`config.mk`:
```
export PLATFORM = sky130hd
export DESIGN_NAME = dieu_khien_bom_xa_flat
export DESIGN_NICKNAME = d
export VERILOG_FILES = /design/src/rtl/dieu_khien_bom_xa_if.sv /design/src/rtl/dieu_khien_bom_xa.sv /design/src/flat_wrapper.sv
export SDC_FILE = /design/constraint.sdc
export NUM_CORES = 1
export LEC_CHECK = 0
export BUFFER_PORTS_ARGS = -buffer_cell sky130_fd_sc_hd__buf_2
export CORE_AREA = 10 10 96 120
export DETAILED_ROUTE_END_ITERATION = 7
export DIE_AREA = 0 0 106 130
export HOLD_SLACK_MARGIN = 0.1
export MAX_ROUTING_LAYER = met4
export SETUP_SLACK_MARGIN = 0.1
export SYNTH_ARGS = -nofsm -noshare
export SYNTH_HDL_FRONTEND = slang
export SYNTH_SLANG_ARGS = --single-unit
```
`constraint.sdc`:
```
create_clock -name clk -period 3.8 [get_ports clk]
set_clock_uncertainty 0.15 [all_clocks]
set_input_delay 0.76 -clock clk [delete_from_list [all_inputs] [get_ports clk]]
set_output_delay 0.76 -clock clk [all_outputs]
set_load 0.01 [all_outputs]
```
`src/rtl/dieu_khien_bom_xa_if.sv`:
```
// -----------------------------------------------------------------------------
// dieu_khien_bom_xa_if
// Bundles the control/sensor inputs and the drive/status outputs of the
// pump/discharge sequencer.
//   master : the controlling side (host/bench). It drives the enable, the sensors,
//            the target and the fault acknowledge, and it observes the status.
//   slave  : the sequencer itself.
// Signals
//   en, muc_thap, muc_cao, xa_in, vol_target[15:0], clr_fault : to sequencer
//   bom, van_xa, state[2:0], vol_count[15:0], done, fault,
//   fault_code[1:0]                                           : from sequencer
// -----------------------------------------------------------------------------
interface dieu_khien_bom_xa_if;
    logic        en;
    logic        muc_thap;
    logic        muc_cao;
    logic        xa_in;
    logic [15:0] vol_target;
    logic        clr_fault;
    logic        bom;
    logic        van_xa;
    logic [2:0]  state;
    logic [15:0] vol_count;
    logic        done;
    logic        fault;
    logic [1:0]  fault_code;

    modport master (
        output en, muc_thap, muc_cao, xa_in, vol_target, clr_fault,
        input  bom, van_xa, state, vol_count, done, fault, fault_code
    );

    modport slave (
        input  en, muc_thap, muc_cao, xa_in, vol_target, clr_fault,
        output bom, van_xa, state, vol_count, done, fault, fault_code
    );
endinterface

```
`src/rtl/dieu_khien_bom_xa.sv`:
```
// -----------------------------------------------------------------------------
// dieu_khien_bom_xa
// Pump/discharge sequencer. The pump fills the tank until the high-level
// sensor trips. The discharge valve then opens. The block counts edges from the
// discharge pulse sensor until the target volume is reached or the tank reads
// low. It enforces minimum run and rest times. It latches faults for a fill
// timeout, a dry discharge and conflicting level sensors.
// Ports
//   clk : system clock, rising edge
//   rst : synchronous active-high reset
//   bus : dieu_khien_bom_xa_if.slave (sensors/commands in, drives/status out)
// -----------------------------------------------------------------------------
module dieu_khien_bom_xa #(
    parameter int MIN_RUN      = 1000,
    parameter int MIN_REST     = 1000,
    parameter int FILL_TIMEOUT = 1000000,
    parameter int DRY_TIMEOUT  = 1000000
) (
    input  logic               clk,
    input  logic               rst,
    dieu_khien_bom_xa_if.slave bus
);

    typedef enum logic [2:0] {
        S_IDLE  = 3'd0,
        S_FILL  = 3'd1,
        S_DRAIN = 3'd2,
        S_REST  = 3'd3,
        S_FAULT = 3'd4
    } state_t;

    localparam logic [23:0] RUN_LIM  = 24'(MIN_RUN - 1);
    localparam logic [23:0] REST_LIM = 24'(MIN_REST - 1);
    localparam logic [23:0] FILL_LIM = 24'(FILL_TIMEOUT - 1);
    localparam logic [23:0] DRY_LIM  = 24'(DRY_TIMEOUT - 1);

    state_t      state_q, state_d;
    logic [23:0] timer_q;
    logic        xa_s1_q, xa_s2_q, xa_prev_q;
    logic [15:0] target_q;
    logic [15:0] vol_count_q;
    logic [1:0]  code_q, code_d;
    logic        bom_q, bom_d;
    logic        van_q, van_d;
    logic        done_q, done_d;
    logic        fault_q, fault_d;

    logic        edge_s;
    logic        conflict_s;
    logic [15:0] cnt_next_s;
    logic        hit_s;
    logic        drain_done_s;

    // Discharge edge strobe. It lasts one cycle, after synchronization.
    assign edge_s     = xa_s2_q & ~xa_prev_q;
    assign conflict_s = bus.muc_cao & bus.muc_thap;
    // This is the count including this cycle's edge. The target compare uses it,
    // so an edge that lands on the target is counted before the exit.
    assign cnt_next_s = (edge_s && (vol_count_q != 16'hFFFF)) ? vol_count_q + 16'd1
                                                              : vol_count_q;
    assign hit_s      = (target_q != 16'd0) && (cnt_next_s == target_q);

    // State register.
    always_ff @(posedge clk) begin
        if (rst) begin
            state_q <= S_IDLE;
        end else begin
            state_q <= state_d;
        end
    end

    // Next-state and fault-code selection. A sensor conflict overrides every other transition.
    always_comb begin
        state_d      = state_q;
        code_d       = code_q;
        drain_done_s = 1'b0;
        if ((state_q != S_FAULT) && conflict_s) begin
            state_d = S_FAULT;
            code_d  = 2'b11;
        end else begin
            case (state_q)
                S_IDLE: begin
                    if (bus.en) begin
                        state_d = bus.muc_cao ? S_DRAIN : S_FILL;
                    end else begin
                        state_d = S_IDLE;
                    end
                end
                S_FILL: begin
                    if (!bus.en) begin
                        state_d = S_REST;
                    end else if (bus.muc_cao && (timer_q >= RUN_LIM)) begin
                        state_d = S_DRAIN;
                    end else if (timer_q == FILL_LIM) begin
                        state_d = S_FAULT;
                        code_d  = 2'b01;
                    end else begin
                        state_d = S_FILL;
                    end
                end
                S_DRAIN: begin
                    if (bus.muc_thap || hit_s) begin
                        state_d      = S_REST;
                        drain_done_s = 1'b1;
                    end else if (!bus.en) begin
                        state_d = S_REST;
                    end else if (!edge_s && (timer_q == DRY_LIM)) begin
                        state_d = S_FAULT;
                        code_d  = 2'b10;
                    end else begin
                        state_d = S_DRAIN;
                    end
                end
                S_REST: begin
                    if (timer_q == REST_LIM) begin
                        state_d = S_IDLE;
                    end else begin
                        state_d = S_REST;
                    end
                end
                S_FAULT: begin
                    if (bus.clr_fault && !conflict_s) begin
                        state_d = S_IDLE;
                        code_d  = 2'b00;
                    end else begin
                        state_d = S_FAULT;
                    end
                end
                default: begin
                    state_d = S_IDLE;
                    code_d  = 2'b00;
                end
            endcase
        end
    end

    // Drive/status decode from the next state. The outputs register with the state.
    always_comb begin
        bom_d   = (state_d == S_FILL);
        van_d   = (state_d == S_DRAIN);
        fault_d = (state_d == S_FAULT);
        done_d  = drain_done_s;
    end

    // Output registers.
    always_ff @(posedge clk) begin
        if (rst) begin
            bom_q   <= 1'b0;
            van_q   <= 1'b0;
            done_q  <= 1'b0;
            fault_q <= 1'b0;
            code_q  <= 2'b00;
        end else begin
            bom_q   <= bom_d;
            van_q   <= van_d;
            done_q  <= done_d;
            fault_q <= fault_d;
            code_q  <= code_d;
        end
    end

    // Two-flop synchronizer on xa_in, plus the previous-value register for edge detect.
    always_ff @(posedge clk) begin
        if (rst) begin
            xa_s1_q   <= 1'b0;
            xa_s2_q   <= 1'b0;
            xa_prev_q <= 1'b0;
        end else begin
            xa_s1_q   <= bus.xa_in;
            xa_s2_q   <= xa_s1_q;
            xa_prev_q <= xa_s2_q;
        end
    end

    // State timer. It restarts on every state change and on each counted discharge edge.
    always_ff @(posedge clk) begin
        if (rst) begin
            timer_q <= 24'd0;
        end else if (state_d != state_q) begin
            timer_q <= 24'd0;
        end else if ((state_q == S_DRAIN) && edge_s) begin
            timer_q <= 24'd0;
        end else if (timer_q != 24'hFF_FFFF) begin
            timer_q <= timer_q + 24'd1;
        end else begin
            timer_q <= timer_q;
        end
    end

    // Volume counter and target latch. The counter holds its value outside DRAIN.
    always_ff @(posedge clk) begin
        if (rst) begin
            target_q    <= 16'd0;
            vol_count_q <= 16'd0;
        end else if ((state_q != S_DRAIN) && (state_d == S_DRAIN)) begin
            target_q    <= bus.vol_target;
            vol_count_q <= 16'd0;
        end else if (state_q == S_DRAIN) begin
            target_q    <= target_q;
            vol_count_q <= cnt_next_s;
        end else begin
            target_q    <= target_q;
            vol_count_q <= vol_count_q;
        end
    end

    assign bus.bom        = bom_q;
    assign bus.van_xa     = van_q;
    assign bus.state      = state_q;
    assign bus.vol_count  = vol_count_q;
    assign bus.done       = done_q;
    assign bus.fault      = fault_q;
    assign bus.fault_code = code_q;

endmodule

```
`src/flat_wrapper.sv`:
```
// flat-port wrapper written by rule: the top's interface ports become plain ports
module dieu_khien_bom_xa_flat 
#(
    parameter int MIN_RUN      = 1000,
    parameter int MIN_REST     = 1000,
    parameter int FILL_TIMEOUT = 1000000,
    parameter int DRY_TIMEOUT  = 1000000
)
  (clk, rst, bus_en, bus_muc_thap, bus_muc_cao, bus_xa_in, bus_vol_target, bus_clr_fault, bus_bom, bus_van_xa, bus_state, bus_vol_count, bus_done, bus_fault, bus_fault_code);
  dieu_khien_bom_xa_if bus_i ();
  input  logic clk;
  input  logic rst;
  input wire logic [$bits(bus_i.en)-1:0] bus_en;
  input wire logic [$bits(bus_i.muc_thap)-1:0] bus_muc_thap;
  input wire logic [$bits(bus_i.muc_cao)-1:0] bus_muc_cao;
  input wire logic [$bits(bus_i.xa_in)-1:0] bus_xa_in;
  input wire logic [$bits(bus_i.vol_target)-1:0] bus_vol_target;
  input wire logic [$bits(bus_i.clr_fault)-1:0] bus_clr_fault;
  output wire logic [$bits(bus_i.bom)-1:0] bus_bom;
  output wire logic [$bits(bus_i.van_xa)-1:0] bus_van_xa;
  output wire logic [$bits(bus_i.state)-1:0] bus_state;
  output wire logic [$bits(bus_i.vol_count)-1:0] bus_vol_count;
  output wire logic [$bits(bus_i.done)-1:0] bus_done;
  output wire logic [$bits(bus_i.fault)-1:0] bus_fault;
  output wire logic [$bits(bus_i.fault_code)-1:0] bus_fault_code;
  assign bus_i.en = bus_en;
  assign bus_i.muc_thap = bus_muc_thap;
  assign bus_i.muc_cao = bus_muc_cao;
  assign bus_i.xa_in = bus_xa_in;
  assign bus_i.vol_target = bus_vol_target;
  assign bus_i.clr_fault = bus_clr_fault;
  assign bus_bom = bus_i.bom;
  assign bus_van_xa = bus_i.van_xa;
  assign bus_state = bus_i.state;
  assign bus_vol_count = bus_i.vol_count;
  assign bus_done = bus_i.done;
  assign bus_fault = bus_i.fault;
  assign bus_fault_code = bus_i.fault_code;
  dieu_khien_bom_xa #(.MIN_RUN(MIN_RUN), .MIN_REST(MIN_REST), .FILL_TIMEOUT(FILL_TIMEOUT), .DRY_TIMEOUT(DRY_TIMEOUT)) u_core (.clk(clk), .rst(rst), .bus(bus_i));
endmodule
```
Word level (Yosys, flattened, before mapping)
Index checks and enable logic that the tools add are counted.

$add $sub $neg: 2. Multiply operators: 0. Div/mod/pow operators: 0. Magnitude comparators: 1. Equality and inequality tests: 23. Shift-type cells: 0. Mux-type cells: 23. Bitwise logic cells: 4. Reductions and logical operators: 18.

Operators with widths (number): $mux 3 (9); $add 24x1->24 const B (1); $eq 24x10->1 const B (1); $eq 24x20->1 const B (1); $ge 24x10->1 const B (1); $ne 24x24->1 const B (1); $mux 2 (10); $add 16x1->16 const B (1); $eq 16x16->1 (1); $mux 16 (1); $ne 16x16->1 const B (1); $reduce_bool 16->1 (1); $ne 3x2->1 const B (5); $pmux 3 s5 (1); $eq 3x2->1 const B (3); $ne 3x1->1 const B (3); $logic_and 1x1->1 (8); $pmux 2 s4 (1); $reduce_and 8->1 (1); $eq 3x1->1 const B (2); $eq 3x3->1 const B (2); $reduce_or 3->1 (2); $reduce_or 2->1 (2); $logic_not 3->1 (1); other kinds (8) (11).

Bits in registers: 68. Latch bits: 0. Memory bits (writable): 0. Memory bits (read-only): 0. Logic and storage cells: 83. Memories kept: 0.

Logic depth before layout (Yosys ltp)
Depth after elaboration: 13. Gate-level depth with buffers: 11.

Worst setup path after synthesis
No wires, ideal clock.

Path type: register to register. From: register u_core.vol_count_q[0] (netlist: u_core.bus.vol_count[0]). To: register u_core.timer_q[0]. Library setup time: 0.116 ns. Data arrival time: 3.084 ns. Data required time: 3.534 ns. Setup slack: 0.450 ns. Cell stages (with the launch flop): 12. Path buffers: 1. Period minus slack after synthesis: 3.350 ns. Path through: dfxtp_1 -> ha_1 -> nand3_2 -> nor4_4 -> nor2_4 -> or4_1 -> a221o_1 -> nor4_1 -> o41ai_1 -> o211ai_1 -> buf_4 -> nor2_1.

Word-level cells in the longest chain between the ends: 11. Elaborated cells on any way between the ends: 12. Classes of those cells: add/sub: 1; eq/ne: 3; mux: 4; reduce/logical: 4.

RTL lines: start, declared (RTL line dieu_khien_bom_xa.sv:41) `logic [15:0] vol_count_q;`; start signal, assigned (RTL line dieu_khien_bom_xa.sv:200) `vol_count_q <= cnt_next_s;`; start signal, assigned (RTL line dieu_khien_bom_xa.sv:203) `vol_count_q <= vol_count_q;`; parallel branches: the longest is 2 deep, another holds $add 16x1->16; $mux 16 * (RTL line dieu_khien_bom_xa.sv:59) `assign cnt_next_s = (edge_s && (vol_count_q != 16'hFFFF)) ? vol_count_q + 16'd1`; $eq 16x16->1 * (RTL line dieu_khien_bom_xa.sv:61) `assign hit_s = (target_q != 16'd0) && (cnt_next_s == target_q);`; $logic_and 1x1->1 * (RTL line dieu_khien_bom_xa.sv:61); $logic_or 1x1->1 * (RTL line dieu_khien_bom_xa.sv:102) `if (bus.muc_thap || hit_s) begin`; $mux 3 * (RTL line dieu_khien_bom_xa.sv:102); $pmux 3 s5 * (RTL line dieu_khien_bom_xa.sv:81) `case (state_q)`; $mux 3 * (RTL line dieu_khien_bom_xa.sv:77) `if ((state_q != S_FAULT) && conflict_s) begin`; $ne 3x3->1 * (RTL line dieu_khien_bom_xa.sv:179) `end else if (state_d != state_q) begin`; $reduce_or 3->1 (no line) *; end signal, assigned (RTL line dieu_khien_bom_xa.sv:184) `timer_q <= timer_q + 24'd1;`; end signal, assigned (RTL line dieu_khien_bom_xa.sv:186) `timer_q <= timer_q;`; end, declared (RTL line dieu_khien_bom_xa.sv:38) `logic [23:0] timer_q;`.

Every way passes the cells marked *. A chain may end at the register's enable or synchronous reset.

Worst setup path in the final report
From: register u_core.vol_count_q[1] (netlist: u_core.bus.vol_count[1]). To: register u_core.code_q[0] (netlist: u_core.bus.fault_code[0]).

Word-level cells in the longest chain between the ends: 8. Elaborated cells on any way between the ends: 9. Classes of those cells: add/sub: 1; eq/ne: 3; mux: 1; reduce/logical: 4.

RTL lines: parallel branches: the longest is 2 deep, another holds $add 16x1->16; $mux 16 * (RTL line dieu_khien_bom_xa.sv:59); $eq 16x16->1 * (RTL line dieu_khien_bom_xa.sv:61); $logic_and 1x1->1 * (RTL line dieu_khien_bom_xa.sv:61); $logic_or 1x1->1 * (RTL line dieu_khien_bom_xa.sv:102); $ne 3x2->1 (no line) *; $reduce_and 8->1 (no line) *; end signal, assigned (RTL line dieu_khien_bom_xa.sv:158) `code_q <= code_d;`; end, declared (RTL line dieu_khien_bom_xa.sv:42) `logic [1:0] code_q, code_d;`.

Marked as above.

==> impl_metrics.ini <==
[logic_synthesis]
synth_most_common_cell = nor2_1
synth_area_leaders = dfxtp_1, nor2_1, xor2_1
netlist.area_leader.share = 0.3434
synth-seq-cells = 68
ys.warnings.count = 0
syn_nets = 521
yosysSeqAreaShare = 0.3434
synth_top_cell_by_area = dfxtp_1
synthFlopType = dfxtp_1
synth_xor_area_frac = 0.1083
synth_top_family_by_area = simple AND/OR/NAND/NOR gates
synth-edff-count = 0
avgSynthCellArea_um2 = 7.992
async_reset_ff_frac = 0
synth_fa_ha_area_frac = 0.006313
syn_inst = 496
synth_commonest_cells = nor2_1, dfxtp_1, nand2_1
synthMuxAreaShare = 0.04830
ys_types = 67
syn_area_um2 = 3964
synth_compound_area_frac = 0.1360
synth-simple-area-share = 0.3179

[final_layout]
area_growth_pct = 19.07
fin_area_um2 = 4720
finalNonFillerCells = 678
finalNetCount = 572
fill_cells = 939
drive_above_1_share = 0.1793
n_antenna_cell = 0

[die]
core_um2 = 9309
start_util = 0.4258
placementRows = 40
die-area_um2 = 13780
pin_count = 48
die_x_um = 106
die_h_um = 130

[clock_tree]
cts.reportedPaths.clkPinSlew_ns = 0.06
cts_buffer_depth = 2
cts_buffers = 9
cts_setup_buffers = 0
cts_tree = yes
clk_latency_ns = 0.33
cts_max_level = 3
cts_sinks = 68
root_buffer = clkbuf_16

[placed_design]
portBuffers = 47
dp_cells = 662
gp_congestion = 0.8917
place_area_um2 = 4383
dp_hpwl_um = 8481

[timing]
setup_violations = 0
hold_viol = 0
rsz0062_at_grt = no
period_share = 0.9344
fmax_mhz = 281.6
tns_ns = 0
final-max-slew-violation-count = 0
max-slew-margin-rel = 0.5558
fin_crit_ns = 3.551
worstMarginPinSlew_ns = 0.6662

[grt]
grt_first_pass_wirelength_um = 18060
track_usage = 0.1668
grt_overflow_total = 0
grt_pass1_vias = 3651
grt_max_degree = 31
antenna_found_initial = 0

[critical_path]
cpMostUsedCell = or4_1
cp.required_ns = 3.85
crit_arrival_ns = 3.60
crit_fanout = 5
criticalPathCategory = register to register
worstSetupEndpointType = register
critPathBufInv = 0
setup.worst_path.start_class = register
cp_top_family = simple AND/OR/NAND/NOR gates
worst_path_max_delay_cell = or4_1
worstPathCellList = ha_2 > nand3_2 > or4_4 > nand2_1 > o2111ai_1 > or4_1 > or4_1 > a2111oi_0 > nor4_1
critical-path-max-stage-delay_ns = 0.62

[power]
power_density_nw_per_um2 = 424.1
ir_worst_vdd_mv = 0.3089
power_leakage_nw = 1.752
power_mw = 2.001

[routing]
drtPass1Iterations = 5
drc = 0
wl_per_cell_um = 16.40
num_vias = 3772
vias_per_cell = 5.563
drt-total-wl_um = 11120
drt-initial-drc-count = 202
antenna_left = 0

[worst_hold_path]
min_path_type = register to register

[job]
cap_violations = 0

[status]
status = finished clean
-- worst reg2reg max path, cell delays in order (launching register included) --
cell and delay [ns]:
dfxtp_1 0.41, ha_2 0.26, nand3_2 0.16, or4_4 0.59, nand2_1 0.09, o2111ai_1 0.09, or4_1 0.62, or4_1 0.57
a2111oi_0 0.39, nor4_1 0.09
-- path summary, 6_finish.rpt --
kind | start | to | slack, ns | cells past startpoint
min reg2reg | u_core.xa_s1_q | u_core.xa_s2_q | 0.29 | 1
max | u_core.bus.vol_count[1] | u_core.bus.fault_code[0] | 0.25 | 9
max reg2reg | u_core.bus.vol_count[1] | u_core.bus.fault_code[0] | 0.25 | 9
min | u_core.xa_s1_q | u_core.xa_s2_q | 0.29 | 1
-- layout make-up --
type / count / area, um^2 / share of cell area
multi-input combinational: 390 / 2462 / 0.5217
sequential: 68 / 1363 / 0.2887
timing repair buffer: 65 / 370.4 / 0.07847
clock buffer: 10 / 229.0 / 0.04852
tap: 126 / 157.7 / 0.03340
clock inverter: 6 / 88.84 / 0.01882
inverter: 13 / 48.80 / 0.01034
-- state kept, by name, summed over array words and instances, names as in the netlist --
signal and count:
u_core.bus.fault_code 2, u_core.bus.done 1, u_core.bus.state 3, u_core.xa_s1_q 1
u_core.target_q 16, u_core.bus.fault 1, u_core.bus.vol_count 16, u_core.xa_prev_q 1
u_core.xa_s2_q 1, u_core.bus.van_xa 1, u_core.bus.bom 1, u_core.timer_q 24
-- layer usage --
| layer | vias up | part of all wire | global-route usage |
|---|---|---|---|
| met3 | 25 | 0.041 | 0.03799 |
| li1 | 1891 | - | - |
| met5 | - | 0 | - |
| met1 | 1784 | 0.40 | 0.1734 |
| met2 | 72 | 0.52 | 0.2912 |
| met4 | 0 | 0.030 | 0.08460 |
-- cells in the final DEF (no fill, tap or decap), types with 11 or more instances in the layout --
master | netlist | final
nor3_1 | 19 | 19
nand4_1 | 17 | 17
o21ai_0 | 15 | 15
nor2_1 | 81 | 81
nand2_1 | 39 | 39
mux2i_1 | 18 | 18
buf_2 | 9 | 47
xnor2_1 | 20 | 20
nand3_1 | 20 | 20
xor2_1 | 29 | 29
dfxtp_1 | 68 | 67
inv_1 | 11 | 11
buf_4 | 1 | 18
nor4_1 | 18 | 17
a21oi_1 | 14 | 14
-- where the power goes --
group	switching, mW	leakage, nW	total, mW	internal (mW)
logic	0.190	1.05	0.334	0.143
clock network	0.314	0.149	0.888	0.574
registers	0.0377	0.551	0.779	0.742
total	0.542	1.75	2.00	1.46
-- timing repair --
| action | 4_1_cts | 5_1_grt |
|---|---|---|
| hold buffers | 0 | 0 |
| endpoints found under the setup margin | 0 | 30 |
| resized for setup | 0 | 4 |
-- cells by family (layout without fill, tap and decap cells) --
family | count (synthesis) | after routing
simple gates | 245 | 245
xor+xnor | 49 | 49
mux | 19 | 19
fa+ha+maj | 2 | 2
flops | 68 | 68
buf+inv | 38 | 94
compound gates | 75 | 75
-- through the flow --
step,hold WS (ns),setup WS (ns),utilization
2_1_floorplan,0.2638,0.4502,-
3_3_place_gp,0.2818,0.2640,0.4708
3_5_place_dp,0.2767,0.1716,0.4708
4_1_cts,0.2958,0.1528,0.5050
5_1_grt,0.3045,0.1213,0.5070
6_report,0.2932,0.2494,0.5070
(Power assumes the default switching activity.)
